<file path="config.mk">
export PLATFORM = sky130hd
export DESIGN_NAME = ps2_key_decoder_flat
export DESIGN_NICKNAME = d
export VERILOG_FILES = /design/src/rtl/ps2_key_decoder_pkg.sv /design/src/rtl/ps2_key_decoder_if.sv /design/src/rtl/ps2_key_decoder_rx.sv /design/src/rtl/ps2_key_decoder.sv /design/src/flat_wrapper.sv
export SDC_FILE = /design/constraint.sdc
export NUM_CORES = 1
export LEC_CHECK = 0
export ABC_AREA = 1
export ABC_CLOCK_PERIOD_IN_PS = 2900
export CORE_AREA = 5 5 110 60
export CTS_BUF_LIST = sky130_fd_sc_hd__clkbuf_16
export DETAILED_ROUTE_END_ITERATION = 8
export DIE_AREA = 0 0 115 65
export PLACE_DENSITY_LB_ADDON = 0.25
export SETUP_SLACK_MARGIN = 0.05
export SYNTH_ARGS = -nofsm -noshare
export SYNTH_HDL_FRONTEND = slang
export SYNTH_SLANG_ARGS = --single-unit
</file>
<file path="constraint.sdc">
create_clock -name clk -period 2.9 [get_ports clk]
set_input_delay 0.29 -clock clk [delete_from_list [all_inputs] [get_ports clk]]
set_output_delay 0.29 -clock clk [all_outputs]
set_load 0.02 [all_outputs]
</file>
<file path="src/rtl/ps2_key_decoder_pkg.sv">
// rtl/ps2_key_decoder_pkg.sv - key codes, scan codes and decoder state types for the PS/2 key decoder
package ps2_key_decoder_pkg;

    typedef enum logic [3:0] {
        key_relesed = 4'd0,
        key_A       = 4'd1,
        key_S       = 4'd2,
        key_W       = 4'd3,
        key_D       = 4'd4,
        key_1       = 4'd5,
        key_2       = 4'd6,
        key_3       = 4'd7,
        key_4       = 4'd8,
        key_esc     = 4'd9
    } key_t;

    localparam logic [7:0] SC_A     = 8'h1C;
    localparam logic [7:0] SC_S     = 8'h1B;
    localparam logic [7:0] SC_W     = 8'h1D;
    localparam logic [7:0] SC_D     = 8'h23;
    localparam logic [7:0] SC_1     = 8'h16;
    localparam logic [7:0] SC_2     = 8'h1E;
    localparam logic [7:0] SC_3     = 8'h26;
    localparam logic [7:0] SC_4     = 8'h25;
    localparam logic [7:0] SC_ESC   = 8'h76;
    localparam logic [7:0] SC_BREAK = 8'hF0;
    localparam logic [7:0] SC_EXT   = 8'hE0;

    typedef enum logic [1:0] {
        ST_IDLE,
        ST_EXT,
        ST_BREAK,
        ST_EXT_BREAK
    } dec_state_t;

    // Unmapped scan codes come back as key_relesed, which the decoder treats as "ignore".
    function automatic key_t sc_to_key(input logic [7:0] sc);
        key_t k;
        case (sc)
            SC_A:    k = key_A;
            SC_S:    k = key_S;
            SC_W:    k = key_W;
            SC_D:    k = key_D;
            SC_1:    k = key_1;
            SC_2:    k = key_2;
            SC_3:    k = key_3;
            SC_4:    k = key_4;
            SC_ESC:  k = key_esc;
            default: k = key_relesed;
        endcase
        return k;
    endfunction

    function automatic logic [7:0] key_to_sc(input key_t k);
        logic [7:0] sc;
        case (k)
            key_A:   sc = SC_A;
            key_S:   sc = SC_S;
            key_W:   sc = SC_W;
            key_D:   sc = SC_D;
            key_1:   sc = SC_1;
            key_2:   sc = SC_2;
            key_3:   sc = SC_3;
            key_4:   sc = SC_4;
            key_esc: sc = SC_ESC;
            default: sc = 8'h00;
        endcase
        return sc;
    endfunction

endpackage

</file>
<file path="src/rtl/ps2_key_decoder_if.sv">
// rtl/ps2_key_decoder_if.sv - PS/2 pins and decoded key outputs
interface ps2_key_decoder_if;
    logic       ps2_clk;
    logic       ps2_data;
    logic [3:0] key_code;
    logic       key_valid;
    logic       frame_err;

    modport master (
        output ps2_clk,
        output ps2_data,
        input  key_code,
        input  key_valid,
        input  frame_err
    );

    modport slave (
        input  ps2_clk,
        input  ps2_data,
        output key_code,
        output key_valid,
        output frame_err
    );
endinterface

</file>
<file path="src/rtl/ps2_key_decoder_rx.sv">
// rtl/ps2_key_decoder_rx.sv - PS/2 frame receiver: sync, glitch filter, shift, parity and timeout
module ps2_rx #(
    parameter int FILTER_LEN  = 8,
    parameter int TIMEOUT_CYC = 65000
) (
    input  logic       clk,
    input  logic       rst_n,
    input  logic       ps2_clk,
    input  logic       ps2_data,
    output logic [7:0] rx_byte,
    output logic       rx_valid,
    output logic       rx_err
);
    localparam int FW = (FILTER_LEN > 1) ? $clog2(FILTER_LEN) : 1;
    localparam int TW = $clog2(TIMEOUT_CYC + 1);

    logic [1:0]    clk_sync_q, clk_sync_d;
    logic [1:0]    dat_sync_q, dat_sync_d;
    logic          filt_q, filt_d;
    logic [FW-1:0] fcnt_q, fcnt_d;
    logic          fall_q, fall_d;
    logic [3:0]    bit_cnt_q, bit_cnt_d;
    logic [9:0]    shift_q, shift_d;
    logic [TW-1:0] tmo_q, tmo_d;
    logic [7:0]    rx_byte_q, rx_byte_d;
    logic          rx_valid_q, rx_valid_d;
    logic          rx_err_q, rx_err_d;

    always_comb begin
        clk_sync_d = {clk_sync_q[0], ps2_clk};
        dat_sync_d = {dat_sync_q[0], ps2_data};
        filt_d     = filt_q;
        fcnt_d     = '0;
        fall_d     = 1'b0;
        bit_cnt_d  = bit_cnt_q;
        shift_d    = shift_q;
        tmo_d      = tmo_q;
        rx_byte_d  = rx_byte_q;
        rx_valid_d = 1'b0;
        rx_err_d   = 1'b0;

        // Filtered level only follows the synced pin after FILTER_LEN disagreeing samples in a row.
        if (clk_sync_q[1] != filt_q) begin
            if (fcnt_q == FW'(FILTER_LEN - 1)) begin
                filt_d = clk_sync_q[1];
                fall_d = filt_q;
            end else begin
                fcnt_d = fcnt_q + FW'(1);
            end
        end

        if (fall_q) begin
            tmo_d = '0;
            if (bit_cnt_q == 4'd10) begin
                bit_cnt_d = '0;
                // shift_q: [0]=start, [8:1]=data, [9]=parity; the stop bit is on the pin now.
                if (shift_q[0] || !(^shift_q[9:1]) || !dat_sync_q[1]) begin
                    rx_err_d = 1'b1;
                end else begin
                    rx_valid_d = 1'b1;
                    rx_byte_d  = shift_q[8:1];
                end
            end else begin
                shift_d   = {dat_sync_q[1], shift_q[9:1]};
                bit_cnt_d = bit_cnt_q + 4'd1;
            end
        end else if (bit_cnt_q != 4'd0) begin
            if (tmo_q == TW'(TIMEOUT_CYC)) begin
                tmo_d     = '0;
                bit_cnt_d = '0;
                shift_d   = '0;
                rx_err_d  = 1'b1;
            end else begin
                tmo_d = tmo_q + TW'(1);
            end
        end
    end

    always_ff @(posedge clk or negedge rst_n) begin
        if (!rst_n) begin
            clk_sync_q <= 2'b11;
            dat_sync_q <= 2'b11;
            filt_q     <= 1'b1;
            fcnt_q     <= '0;
            fall_q     <= 1'b0;
            bit_cnt_q  <= '0;
            shift_q    <= '0;
            tmo_q      <= '0;
            rx_byte_q  <= '0;
            rx_valid_q <= 1'b0;
            rx_err_q   <= 1'b0;
        end else begin
            clk_sync_q <= clk_sync_d;
            dat_sync_q <= dat_sync_d;
            filt_q     <= filt_d;
            fcnt_q     <= fcnt_d;
            fall_q     <= fall_d;
            bit_cnt_q  <= bit_cnt_d;
            shift_q    <= shift_d;
            tmo_q      <= tmo_d;
            rx_byte_q  <= rx_byte_d;
            rx_valid_q <= rx_valid_d;
            rx_err_q   <= rx_err_d;
        end
    end

    assign rx_byte  = rx_byte_q;
    assign rx_valid = rx_valid_q;
    assign rx_err   = rx_err_q;

endmodule

</file>
<file path="src/rtl/ps2_key_decoder.sv">
// rtl/ps2_key_decoder.sv - PS/2 scan-code set 2 to game key code decoder
module ps2_key_decoder
    import ps2_key_decoder_pkg::*;
#(
    parameter int FILTER_LEN  = 8,
    parameter int TIMEOUT_CYC = 65000
) (
    input  logic               clk,
    input  logic               rst_n,
    ps2_key_decoder_if.slave   bus
);
    logic [7:0] rx_byte;
    logic       rx_valid;
    logic       rx_err;

    ps2_rx #(
        .FILTER_LEN  (FILTER_LEN),
        .TIMEOUT_CYC (TIMEOUT_CYC)
    ) u_rx (
        .clk      (clk),
        .rst_n    (rst_n),
        .ps2_clk  (bus.ps2_clk),
        .ps2_data (bus.ps2_data),
        .rx_byte  (rx_byte),
        .rx_valid (rx_valid),
        .rx_err   (rx_err)
    );

    dec_state_t state_q, state_d;
    key_t       key_q, key_d;
    logic       key_valid_q, key_valid_d;
    logic       frame_err_q, frame_err_d;
    key_t       mapped;

    always_comb begin
        state_d     = state_q;
        key_d       = key_q;
        frame_err_d = rx_err;
        mapped      = sc_to_key(rx_byte);

        if (rx_err) begin
            state_d = ST_IDLE;
        end else if (rx_valid) begin
            case (state_q)
                ST_IDLE: begin
                    if (rx_byte == SC_EXT)
                        state_d = ST_EXT;
                    else if (rx_byte == SC_BREAK)
                        state_d = ST_BREAK;
                    else if (mapped != key_relesed)
                        key_d = mapped;
                end
                ST_EXT:
                    state_d = (rx_byte == SC_BREAK) ? ST_EXT_BREAK : ST_IDLE;
                ST_BREAK: begin
                    // Releasing a key that is no longer the current one is ignored.
                    if (key_q != key_relesed && rx_byte == key_to_sc(key_q))
                        key_d = key_relesed;
                    state_d = ST_IDLE;
                end
                default:
                    state_d = ST_IDLE;
            endcase
        end

        key_valid_d = (key_d != key_q);
    end

    always_ff @(posedge clk or negedge rst_n) begin
        if (!rst_n) begin
            state_q     <= ST_IDLE;
            key_q       <= key_relesed;
            key_valid_q <= 1'b0;
            frame_err_q <= 1'b0;
        end else begin
            state_q     <= state_d;
            key_q       <= key_d;
            key_valid_q <= key_valid_d;
            frame_err_q <= frame_err_d;
        end
    end

    assign bus.key_code  = key_q;
    assign bus.key_valid = key_valid_q;
    assign bus.frame_err = frame_err_q;

endmodule

</file>
<file path="src/flat_wrapper.sv">
// flat-port wrapper written by rule: the top's interface ports become plain ports
module ps2_key_decoder_flat import ps2_key_decoder_pkg::*;
#(
    parameter int FILTER_LEN  = 8,
    parameter int TIMEOUT_CYC = 65000
)
  (clk, rst_n, bus_ps2_clk, bus_ps2_data, bus_key_code, bus_key_valid, bus_frame_err);
  ps2_key_decoder_if bus_i ();
  input  logic clk;
  input  logic rst_n;
  input wire logic [$bits(bus_i.ps2_clk)-1:0] bus_ps2_clk;
  input wire logic [$bits(bus_i.ps2_data)-1:0] bus_ps2_data;
  output wire logic [$bits(bus_i.key_code)-1:0] bus_key_code;
  output wire logic [$bits(bus_i.key_valid)-1:0] bus_key_valid;
  output wire logic [$bits(bus_i.frame_err)-1:0] bus_frame_err;
  assign bus_i.ps2_clk = bus_ps2_clk;
  assign bus_i.ps2_data = bus_ps2_data;
  assign bus_key_code = bus_i.key_code;
  assign bus_key_valid = bus_i.key_valid;
  assign bus_frame_err = bus_i.frame_err;
  ps2_key_decoder #(.FILTER_LEN(FILTER_LEN), .TIMEOUT_CYC(TIMEOUT_CYC)) u_core (.clk(clk), .rst_n(rst_n), .bus(bus_i));
endmodule
</file>
==> results.json <==
{
  "synth.avg_cell_area_um2": 7.82,
  "syn-num-nets": 437,
  "utilization_pct": 65.5,
  "finalSetupViolations": 0,
  "routed_wl_um": 7750,
  "power.static_leakage_nw": 1.70,
  "drt-initial-drc-count": 343,
  "ys_seq_area_share_pct": 43.4,
  "drv_slew": 0,
  "clk_pin_slew_ns": 0.05,
  "port_buffers": 9,
  "syn_to_final_growth_pct": 13.4,
  "required_ns": 3.11,
  "arrival_ns": 2.63,
  "cts_tree": "yes",
  "r2r_cells": 18,
  "drc": 0,
  "grtUsageMet1_pct": 35.3,
  "max_freq_ghz": 0.413,
  "cp_num_buf_inv": 3,
  "fin_crit_sh_pct": 83.5,
  "cts_num_sinks": 57,
  "synth_edf_count": 0,
  "drive_above_1_share_pct": 11.7,
  "hpwlAfterDp_um": 5550,
  "synth_top_flop_cell": "dfrtp_1",
  "synthSimpleGateAreaFrac_pct": 28.5,
  "worstReg2RegStart": "u_core.bus.key_code[1]$_DFF_PN0_",
  "grt_use_total_pct": 23.1,
  "worstHoldEndpoint": "u_core.u_rx.dat_sync_q[1]$_DFF_PN1_",
  "root_buffer": "clkbuf_16",
  "antenna_found_initial": 0,
  "routabilityCongestion": 0.950,
  "r2r_end": "u_core.bus.key_valid$_DFF_PN0_",
  "dp_worst_setup_slack_ns": 0.570,
  "design_area_um2": 3740,
  "critPathSlowestCell": "dfrtp_1",
  "layout_setup_ws_ns": 0.478,
  "rrSetupSlack_ns": 0.48,
  "fin_crit_ns": 2.42,
  "finClkSkew_ns": 0.00745,
  "ir_drop_mv": 0.405,
  "holdPathStages": 0,
  "synthDistinctLibCells": 38,
  "io_pins": 10,
  "final_cell_mix": "96 x nand2_1, 58 x inv_1, 52 x dfrtp_1",
  "ctsHtreeMaxLevel": 3,
  "synth_fa_ha_area_share_pct": 4.17,
  "cp.depth": 18,
  "grt_max_degree": 30,
  "synthesis.area_um2": 3300,
  "post_cts_buffers": 0,
  "hold_viol": 0,
  "grt_use_met3_pct": 5.97,
  "fp.dieW_um": 115,
  "synth_compound_area_share_pct": 11.8,
  "grt_pass1_vias": 2788,
  "die_area_um2": 7480,
  "ant_nets": 0,
  "slowest_delay_ns": 0.42,
  "initial_core_util_pct": 57.8,
  "worstPathMaxFanout": 8,
  "cpLargestDelayFamily": "simple AND/OR/NAND/NOR gates",
  "placed_area_um2": 3450,
  "cts_buffers": 9,
  "coreArea_um2": 5710,
  "crit_path_start_kind": "register",
  "mostFrequentLayoutCell": "nand2_1",
  "routedWlPerCell_um": 14.9,
  "rsz0062_at_grt": "no",
  "synth_seq_cells": 57,
  "pwr_density_cell_nw_per_um2": 517,
  "maxCapViolCount": 0,
  "max_slew_margin_pct": 54.5,
  "grt.busiest_layer": "met1",
  "grt-ovfl-total": 0,
  "cp_common_cell": "nand2_1",
  "syn_inst": 422,
  "worstMarginPinSlew_ns": 0.676,
  "crit_chain": "inv_1 > ha_1 > inv_1 > nand2_1 > nand2_2 > nand2_1 > nand2_1 > nand2_1 > nor2_2 > nand3_2 > nand2_1 > nand2_1 > nand2_1 > nand2_1 > nand3_1 > nand2_1 > clkinv_1 > nand3_1",
  "final_nets": 454,
  "clockBufferDepth": 2,
  "synth_xor_xnor_area_share_pct": 3.19,
  "vias": 2957,
  "tns_ns": 0,
  "crit_type": "register to register",
  "holdCritPathClass": "register to register",
  "first_pass_iters": 5,
  "muxShareOfSynthArea_pct": 0,
  "antenna_cells": 0,
  "cp-end-kind": "register",
  "avgViaCountPerCell": 5.68,
  "grt_first_pass_wirelength_um": 13400,
  "clkLatencyLatePin_ns": 0.33,
  "min-delay-start": "u_core.u_rx.dat_sync_q[0]$_DFF_PN1_",
  "fp-row-count": 20,
  "synth_warnings": 0,
  "status": "finished clean",
  "synth_top_family_by_area": "simple AND/OR/NAND/NOR gates",
  "synthArstFlopShare_pct": 100,
  "finalPower_mw": 1.93,
  "use_met2_pct": 31.2,
  "die_h_um": 65
}
flip-flops by register name, indices dropped and copies added (netlist names):
| register | flops |
|---|---|
| u_core.u_rx.tmo_q | 16 |
| u_core.u_rx.bit_cnt_q | 4 |
| u_core.u_rx.fall_q | 1 |
| u_core.u_rx.clk_sync_q | 2 |
| u_core.u_rx.rx_valid | 1 |
| u_core.bus.frame_err | 1 |
| u_core.bus.key_code | 4 |
| u_core.u_rx.shift_q | 10 |
| u_core.u_rx.dat_sync_q | 2 |
| u_core.bus.key_valid | 1 |
| u_core.state_q | 2 |
| u_core.u_rx.fcnt_q | 3 |
| u_core.u_rx.rx_byte | 8 |
| u_core.u_rx.rx_err | 1 |
| u_core.u_rx.filt_q | 1 |
metrics by stage:
step / instances / hold slack [ns]
final: 521 / 0.354
after CTS: 521 / 0.354
after floorplan: 422 / -0.00559
after global routing: 521 / 0.357
after global placement: 504 / 0.345
after detailed placement: 504 / 0.346
power breakdown:
| part | internal (mW) | switching [mW] | total [mW] |
|---|---|---|---|
| registers | 0.834 | 0.0180 | 0.852 |
| clock network | 0.647 | 0.347 | 0.994 |
| logic | 0.0324 | 0.0541 | 0.0865 |
| total | 1.51 | 0.419 | 1.93 |
worst max path at each step:
| stage | from | end | slack [ns] |
|---|---|---|---|
| 2_1_floorplan | u_core.bus.key_code[0]$_DFF_PN0_ | u_core.bus.key_valid$_DFF_PN0_ | 0.82 |
| 3_3_place_gp | u_core.bus.key_code[0]$_DFF_PN0_ | u_core.bus.key_valid$_DFF_PN0_ | 0.66 |
| 3_5_place_dp | u_core.bus.key_code[0]$_DFF_PN0_ | u_core.bus.key_valid$_DFF_PN0_ | 0.57 |
| 4_1_cts | u_core.bus.key_code[1]$_DFF_PN0_ | u_core.bus.key_valid$_DFF_PN0_ | 0.57 |
| 5_1_grt | u_core.bus.key_code[1]$_DFF_PN0_ | u_core.bus.key_valid$_DFF_PN0_ | 0.26 |
| 6_report | u_core.bus.key_code[1]$_DFF_PN0_ | u_core.bus.key_valid$_DFF_PN0_ | 0.48 |
worst register-to-register path: cells and delay by family, from the launching register on:
| family | cells | cell delay [ns] |
|---|---|---|
| buffers and inverters | 3 | 0.36 |
| DFF | 1 | 0.42 |
| and+or+nand+nor | 14 | 1.20 |
| adders and majority gates | 1 | 0.30 |
cell families (layout without fill, tap and decap cells):
kind of cell / after synthesis / count (layout)
xor+xnor: 12 / 12
compound gates: 63 / 63
flops: 57 / 57
fa+ha+maj: 11 / 11
simple gates: 207 / 207
buf+inv: 72 / 94
Yosys cell counts (2+ instances only):
master    number  share of area [%]
nand2_1       96                 11
o21ai_1        6               0.91
nor4_1         5               0.95
inv_1         56                6.4
dfrtp_1       52                 39
nand2_2        3               0.57
a22oi_1        2               0.46
buf_4          2               0.46
inv_2          7               0.80
nand3b_1       2               0.46
ha_1          11                4.2
nor2_2         5               0.95
dfstp_2        5                4.0
clkinv_1       2               0.23
a21oi_1       11                1.7
xor2_1         4                1.1
nand3_2        6                1.8
nor3_1        17                2.6
o21ai_0       15                2.3
buf_6          2               0.68
o22ai_1       12                2.3
xnor2_1        8                2.1
nand4_1        6                1.1
nand3_1       30                4.6
nor2_1        35                4.0
a31oi_1        2               0.38
o21ai_2        9                2.4
cell type report:
cell class / instances / area, µm²
Tap cell: 77 / 96.3
Sequential cell: 57 / 1430
Timing Repair Buffer: 12 / 110
Clock buffer: 9 / 225
Clock inverter: 7 / 55.1
Fill cell: 470 / 1970
Multi-Input combinational cell: 293 / 1570
Inverter: 66 / 250
metal layers:
| layer | vias up | wire length, µm |
|---|---|---|
| li1 | 1417 | - |
| met1 | 1394 | 3870 |
| met2 | 131 | 3050 |
| met3 | 15 | 723 |
| met4 | 0 | 114 |
| met5 | - | 0 |
what timing repair did:
action / CTS / global route
hold endpoints to repair: 10 / 0
resized for setup: 0 / 0
hold buffers: 1 / 0
Power figures use the tool's default switching activity.
